===== config.mk =====
export PLATFORM = sky130hd
export DESIGN_NAME = wide_add_seq
export DESIGN_NICKNAME = d
export VERILOG_FILES = /design/src/rtl/wide_add_pkg.sv /design/src/rtl/add_slice.sv /design/src/rtl/wide_add_seq.sv
export SDC_FILE = /design/constraint.sdc
export NUM_CORES = 2
export LEC_CHECK = 0
export ABC_AREA = 1
export BUFFER_PORTS_ARGS = -buffer_cell sky130_fd_sc_hd__buf_2
export CAP_MARGIN = 20
export CORE_AREA = 2 2 594 596
export DETAILED_ROUTE_END_ITERATION = 8
export DIE_AREA = 0 0 596 598
export PLACE_DENSITY = 0.42
export SLEW_MARGIN = 20
export SYNTH_ARGS = -nofsm -noshare
export SYNTH_HDL_FRONTEND = slang
export SYNTH_SLANG_ARGS = --single-unit

===== constraint.sdc =====
create_clock -name clk -period 4.9 [get_ports clk]
set_input_delay 0.245 -clock clk [delete_from_list [all_inputs] [get_ports clk]]
set_output_delay 0.245 -clock clk [all_outputs]
set_load 0.005 [all_outputs]

===== src/rtl/wide_add_pkg.sv =====
// Shared types and elaboration helpers for the sliced wide adder.
// No logic of its own; no latency or backpressure.
// Imported by the sequencer top.
package wide_add_pkg;

    typedef enum logic [1:0] {
        IDLE = 2'd0,
        RUN  = 2'd1,
        DONE = 2'd2
    } state_t;

    function automatic int calc_nslice(input int width, input int slice);
        return width / slice;
    endfunction

    // Slice index width, never narrower than one bit.
    function automatic int calc_idx_w(input int nslice);
        return (nslice <= 2) ? 1 : $clog2(nslice);
    endfunction

endpackage


===== src/rtl/add_slice.sv =====
// SLICE-bit adder with carry in and carry out.
// Purely combinational, zero latency.
// No handshake; the caller sequences it.
module add_slice #(
    parameter int SLICE = 32
) (
    input  logic [SLICE-1:0] a,
    input  logic [SLICE-1:0] b,
    input  logic             cin,
    output logic [SLICE-1:0] sum,
    output logic             cout
);

    assign {cout, sum} = {1'b0, a} + {1'b0, b} + {{SLICE{1'b0}}, cin};

endmodule


===== src/rtl/wide_add_seq.sv =====
// WIDTH-bit add/subtract reusing one SLICE-bit adder, least-significant slice first.
// Latency: accept on edge E, out_valid after edge E+NSLICE; NSLICE+2 cycles per op.
// Backpressure: in_ready only in IDLE; result held in DONE until out_ready.
module wide_add_seq
    import wide_add_pkg::*;
#(
    parameter int WIDTH = 512,
    parameter int SLICE = 32
) (
    input  logic             clk,
    input  logic             rst_n,
    input  logic             in_valid,
    output logic             in_ready,
    input  logic [WIDTH-1:0] a,
    input  logic [WIDTH-1:0] b,
    input  logic             cin,
    input  logic             op_sub,
    output logic             out_valid,
    input  logic             out_ready,
    output logic [WIDTH-1:0] sum,
    output logic             cout
);

    localparam int NSLICE = calc_nslice(WIDTH, SLICE);
    localparam int IDXW   = calc_idx_w(NSLICE);
    localparam logic [IDXW-1:0] LAST_IDX = IDXW'(NSLICE - 1);

    generate
        if (SLICE < 1 || (WIDTH % SLICE) != 0) begin : g_bad_cfg
            $fatal(1, "wide_add_seq: WIDTH must be a positive multiple of SLICE");
        end
    endgenerate

    state_t            state;
    logic [WIDTH-1:0]  a_q;
    logic [WIDTH-1:0]  b_q;
    logic [WIDTH-1:0]  res_q;
    logic              carry_q;
    logic [IDXW-1:0]   idx_q;

    int                base;
    logic [SLICE-1:0]  a_k;
    logic [SLICE-1:0]  b_k;
    logic [SLICE-1:0]  sum_k;
    logic              cout_k;

    assign base = int'(idx_q) * SLICE;
    assign a_k  = a_q[base +: SLICE];
    assign b_k  = b_q[base +: SLICE];

    add_slice #(
        .SLICE (SLICE)
    ) u_add_slice (
        .a    (a_k),
        .b    (b_k),
        .cin  (carry_q),
        .sum  (sum_k),
        .cout (cout_k)
    );

    always_ff @(posedge clk or negedge rst_n) begin
        if (!rst_n) begin
            state   <= IDLE;
            a_q     <= '0;
            b_q     <= '0;
            res_q   <= '0;
            carry_q <= 1'b0;
            idx_q   <= '0;
        end else begin
            case (state)
                IDLE: begin
                    if (in_valid) begin
                        // Subtract is a + ~b + 1: invert b here, seed the carry with 1.
                        a_q     <= a;
                        b_q     <= op_sub ? ~b : b;
                        carry_q <= op_sub | cin;
                        idx_q   <= '0;
                        state   <= RUN;
                    end
                end
                RUN: begin
                    res_q[base +: SLICE] <= sum_k;
                    carry_q              <= cout_k;
                    // idx stops on the last slice rather than wrapping.
                    if (idx_q == LAST_IDX) begin
                        state <= DONE;
                    end else begin
                        idx_q <= idx_q + 1'b1;
                    end
                end
                DONE: begin
                    if (out_ready) begin
                        state <= IDLE;
                    end
                end
                default: state <= IDLE;
            endcase
        end
    end

    assign in_ready  = (state == IDLE);
    assign out_valid = (state == DONE);
    assign sum       = res_q;
    assign cout      = carry_q;

endmodule


# After elaboration in Yosys (flattened, before gate mapping)
# Index checks and enable logic that the tools add are counted.
# totals
elab_cells	40
reg_bits	1543
output_inout_bits	515
# classes
n_bitwise	2
eq_ne	7
n_addsub	4
n_reduce_logical	6
mux	11
n_shift	4
# ops
op	n
$shiftx 512x10->32	2
$bwmux 512	1
$mux 512	1
$not 512->512	1
$shift 32x33->512 const A	1
$shiftx 32x33->512	1
$add 32x32->33	1
$add 33x1->33	1
$neg 9->33	1
$mux 4	2
$pmux 4 s2	1
$mux 2	3
$ne 2x2->1 const B	3
$pmux 2 s3	1
$reduce_and 3->1	2
$add 4x1->4 const B	1
$eq 4x4->1 const B	1
$reduce_and 2->1	2
$eq 2x1->1 const B	1
$eq 2x2->1 const B	1
$logic_not 2->1	1
$ne 2x1->1 const B	1
$pmux 1 s2	1
$reduce_bool 2->1	1
other kinds (2)	2

# Logic depth before layout (Yosys ltp)
# logic_depth
depth_word	5
mapped_depth	25
ltp_nobuf	22

# Hierarchy
# Synthesis repeated with hierarchy kept, for this count alone.
# hier_totals
hier_cells	9754
hier_area_um2	76392.0
# modules_own_cells
mod	cells_each	seq_area_each_um2	n_inst	area_per_inst_um2
wide_add_seq	9249	38612.0	1	73998.5
add_slice	505	0.0	1	2393.5

# Worst setup path after synthesis
# No wires, ideal clock.
# synth_path
kind	register -> register
startpoint	reg idx_q[0]
endpoint	reg res_q[116] (netlist: sum[116])
arrival_time_ps	3600
required_ps	4834
n_path_buf	4
path_slack_ps	1234
synth_period_minus_slack_ps	3666
path_stages_with_launch	24
cell_sequence	dfrtp_1 buf_4 buf_2 buf_2 clkbuf_1 a21oi_1 a32o_1 a31oi_1 nand3_1 nand2_1 fa_1 inv_1 fa_1 inv_1 nand3_1 nand3_1 nand2_1 nand3_1 nand3_1 nand3_1 nand3_1 nor2_1 nand3_1 nand2_1
# synth_via
elab_chain_len	5
# synth_rtl
item	line	rtl
start, declared	wide_add_seq.sv:39	logic [IDXW-1:0] idx_q;
start signal, assigned	wide_add_seq.sv:88	idx_q <= idx_q + 1'b1;
$shiftx 512x10->32 (on tied branches)	wide_add_seq.sv:48, wide_add_seq.sv:49	
$add 32x32->33	add_slice.sv:14	assign {cout, sum} = {1'b0, a} + {1'b0, b} + {{SLICE{1'b0}}, cin};
$add 33x1->33	add_slice.sv:14	
$shiftx 32x33->512	wide_add_seq.sv:82	res_q[base +: SLICE] <= sum_k;
$bwmux 512 *	wide_add_seq.sv:82	
end signal, assigned by index	wide_add_seq.sv:82	
end, declared	wide_add_seq.sv:37	logic [WIDTH-1:0] res_q;
# Mark *: on every way between the ends. The rest lies on a longest branch, timed or not.
# A chain may end at the register's enable or synchronous reset.

# Worst setup path after layout
# layout_path
startpoint	reg idx_q[0]
endpoint	reg res_q[242] (netlist: sum[242])
# Same word-level chain as after synthesis.

==> results by group <==
CTS
  • Worst-path clk slew: roughly 70 ps
  • CTS H-tree lvls: 4
  • CTS tree: done
  • Worst-Skew Late Latency: ~900 ps
  • CTS Buf Count: just under 200
  • CTS Root Cell: clkbuf_16
  • CTS sink count: roughly 1500
  • CTS Buffer Depth: 4

Yosys
  • Asr flop ratio synth: 1.00
  • Synthesized area: a little over 70000 um2
  • Main synth FF type: dfrtp_1
  • Netlist cell types: between 40 and 50
  • Register area share after synthesis: 0.531
  • Yosys reg bits: around 1500
  • Synth warnings: 0
  • Post-Syn Nets: 9963
  • Mapped Cells: ~8900
  • Synth Area per Inst: approximately 8.2 um2
  • EDFF count, synth: 0

Worst setup path
  • Critical path class: flop to flop
  • Critical Path Fanout Max: 25
  • Setup crit start kind: flop
  • Required time worst endpoint: around 5600 ps
  • Critical Path AT: 5460 ps
  • Setup crit end kind: flop

Routing
  • Residual DRC: 0
  • Drt total wl: roughly 430000 um
  • DR vias: roughly 73000
  • WL per Instance: ~26 um
  • DRT iter0 DRCs: between 5000 and 6000
  • First-pass iteration count of the detailed router: 6
  • Post-route ant nets: 0
  • Via/cell ratio: 4.43

STA
  • RSZ-0062 raised after global routing: true
  • Tmin final: approximately 4700 ps
  • Maximum clock frequency: ~210 MHz
  • Worst slew margin: 0.253
  • Slew Limit Fails: 0
  • Final setup violation count: 0
  • Layout Skew: 78.3 ps
  • Measured slew at the worst slew-check pin: 1120 ps
  • WHS: between 90 and 100 ps
  • Setup WS post-layout: around 170 ps
  • Final Hold Viols: 0
  • Final period utilization: 0.966

Die
  • Cell row count: around 220
  • DIE AREA: 356000 um2
  • Die Y: roughly 600 um
  • Core area: 351000 um2
  • Initial Util: 0.207
  • Io pins: roughly 1500
  • Die Wd: slightly below 600 um

Power and ir drop
  • Pleak: ~52 nW
  • Maximum VDD drop: around 0.84 mV
  • Pwr dens: ~850 nW/um2

Global routing
  • Total global-route track usage: 0.234
  • Initial antenna violation count: 134
  • Largest net degree at the start of global routing: between 200 and 250
  • First-pass GRT wire length: just under 600000 um
  • Global route overflow: 0
  • Vias in the first global route: 72178

Placement
  • Port-buffer cells: about 1500
  • Placed inst area: a little under 90000 um2
  • DP HPWL: between 300000 and 400000 um
  • Placed Cells: 14912
  • GPL Wtd Cong: 0.869
  • Worst slack at placement: -222 ps

Cells and area
  • Area occupied by registers: slightly below 40000 um2
  • Fill count: around 38000
  • Layout cells sized above 1: 0.208
  • Nets: 12624
  • Area Overhead vs Synth: 46.1%
  • Post-route cell area: 106000 um2
  • Post-Layout Cell Count: about 16000
  • Footprint of the multi-input gates: approximately 30000 um2

Job
  • MaxCap Viol Count: 0

Worst hold path
  • Min-delay worst type: input port to flop

Run status
  • Status: complete, no violations
## worst max-delay path: stages (launching register included)
cell and delay [ps]:
dfrtp_4 540, clkinv_8 210, buf_12 220, buf_4 180, nand2_1 60, a32o_1 300
a31oi_1 220, nand3_1 170, buf_4 200, nand2_1 210, ha_2 380, nand2_1 100
inv_1 50, nand2_1 60, nand2_1 70, buf_4 140, a21oi_1 250, nand4_1 280
nand3_1 250, nor2_1 60, buf_4 190, inv_1 220, o21ai_1 110
## cells in the mapped netlist (3+ instances only)
cell      instances  area (um2)
nand2_1        3437       12900
dfrtp_1        1543       38600
o21ai_0         932        4660
xnor2_1         517        4530
a21oi_1         447        2240
clkbuf_1        393        1480
nand3_1         371        1860
inv_1           367        1380
nor2_1          226         848
o21ai_1         140         701
buf_2           134         671
a31oi_1          87         544
buf_1            67         251
a32o_1           63         631
ha_1             34         425
nand4_1          29         181
inv_2            25        93.8
nor2_2           10        62.6
nor2_4           10         113
nor3_1           10        50.1
xor2_1           10        87.6
buf_4             6        45.0
and2_1            4        25.0
clkinv_1          3        11.3
nand3b_1          3        22.5
o22ai_1           3        18.8
o31ai_1           3        22.5
## kinds of logic after synthesis
kind of cell / synth area share
AND/OR/NAND/NOR: 0.222
flip-flops: 0.531
AO/OA/AOI/OAI: 0.122
adder cells (fa/ha/maj): 0.00640
buffers and inverters: 0.0541
XOR/XNOR: 0.0637
## cell type report
type	instances	area share
repair buffers	3067	0.217
clock buffers	284	0.0533
clock inverters	63	0.00961
inverters	395	0.0144
diodes	47	0.00111
flip-flops and latches	1543	0.364
well taps	4620	0.0545
multi-input cells	6358	0.287
## registers in the layout (all words and copies together) (netlist names)
name and cells:
a_q 512, b_q 512, cout 1, idx_q 4, state 2, sum 512
## repair_timing
item,CTS,global route
pin swaps,1,3
hold buffers,1062,0
endpoints found under the hold margin,1513,0
setup buffers,0,6
gates resized for setup,12,74
cloned,0,3
setup endpoints to repair,178,297
## cell usage in the layout (no fill, tap or decap), types with 8 or more instances in the layout
master / count
buf_6: 8
xnor2_1: 516
nor2_2: 18
diode_2: 47
o21ai_1: 147
a31oi_1: 83
nand4_1: 29
nor2_4: 17
nand2_2: 18
buf_4: 366
a32o_1: 63
dlygate4sd3_1: 1061
nor2_1: 211
nand3_1: 363
clkbuf_1: 44
buf_12: 81
nor3_1: 10
clkbuf_8: 46
dfrtp_1: 1541
inv_1: 365
ha_1: 24
o21ai_0: 924
bufinv_16: 19
inv_2: 24
ha_2: 9
nand2_1: 3417
buf_2: 1542
nand3_2: 10
a21oi_1: 446
clkinv_2: 23
clkbuf_16: 197
## path summary, 6_finish.rpt
kind	from	endpoint	slack (ps)	cells past startpoint
min in group asynchronous	rst_n	sum[115]	530	3
max in group asynchronous	rst_n	a_q[55]	2920	4
min	op_sub	b_q[468]	90	3
max reg2reg	idx_q[0]	sum[242]	170	22
max	idx_q[0]	sum[242]	170	22
min reg2reg	a_q[59]	a_q[59]	470	2
## per-layer routing
layer | GRT usage | vias to the layer above | share of wire | wire, um
met2 | 0.394 | 2681 | 0.48 | 206000
li1 | - | 33931 | - | -
met1 | 0.293 | 35198 | 0.41 | 179000
met4 | 0.108 | 42 | 0.054 | 23500
met5 | 0 | - | 0.00061 | 265
met3 | 0.0366 | 758 | 0.056 | 24000
## stage by stage
| step | utilization | total power, mW | TNS, ps |
|---|---|---|---|
| floorplan | - | 42.3 | 0 |
| global placement | 0.252 | 73.6 | -11540 |
| detailed placement | 0.252 | 73.6 | -8100 |
| CTS | 0.301 | 90.2 | 0 |
| global route | 0.302 | 95.5 | -430 |
| finish | 0.303 | 90.0 | 0 |
## report_power, final
part	internal, mW	switching [mW]	total (mW)
sequential	18.3	3.66	22.0
combinational	17.9	34.8	52.6
clock	9.04	6.34	15.4
total	45.2	44.8	90.0
No activity file was read; power rests on OpenSTA's default activity.
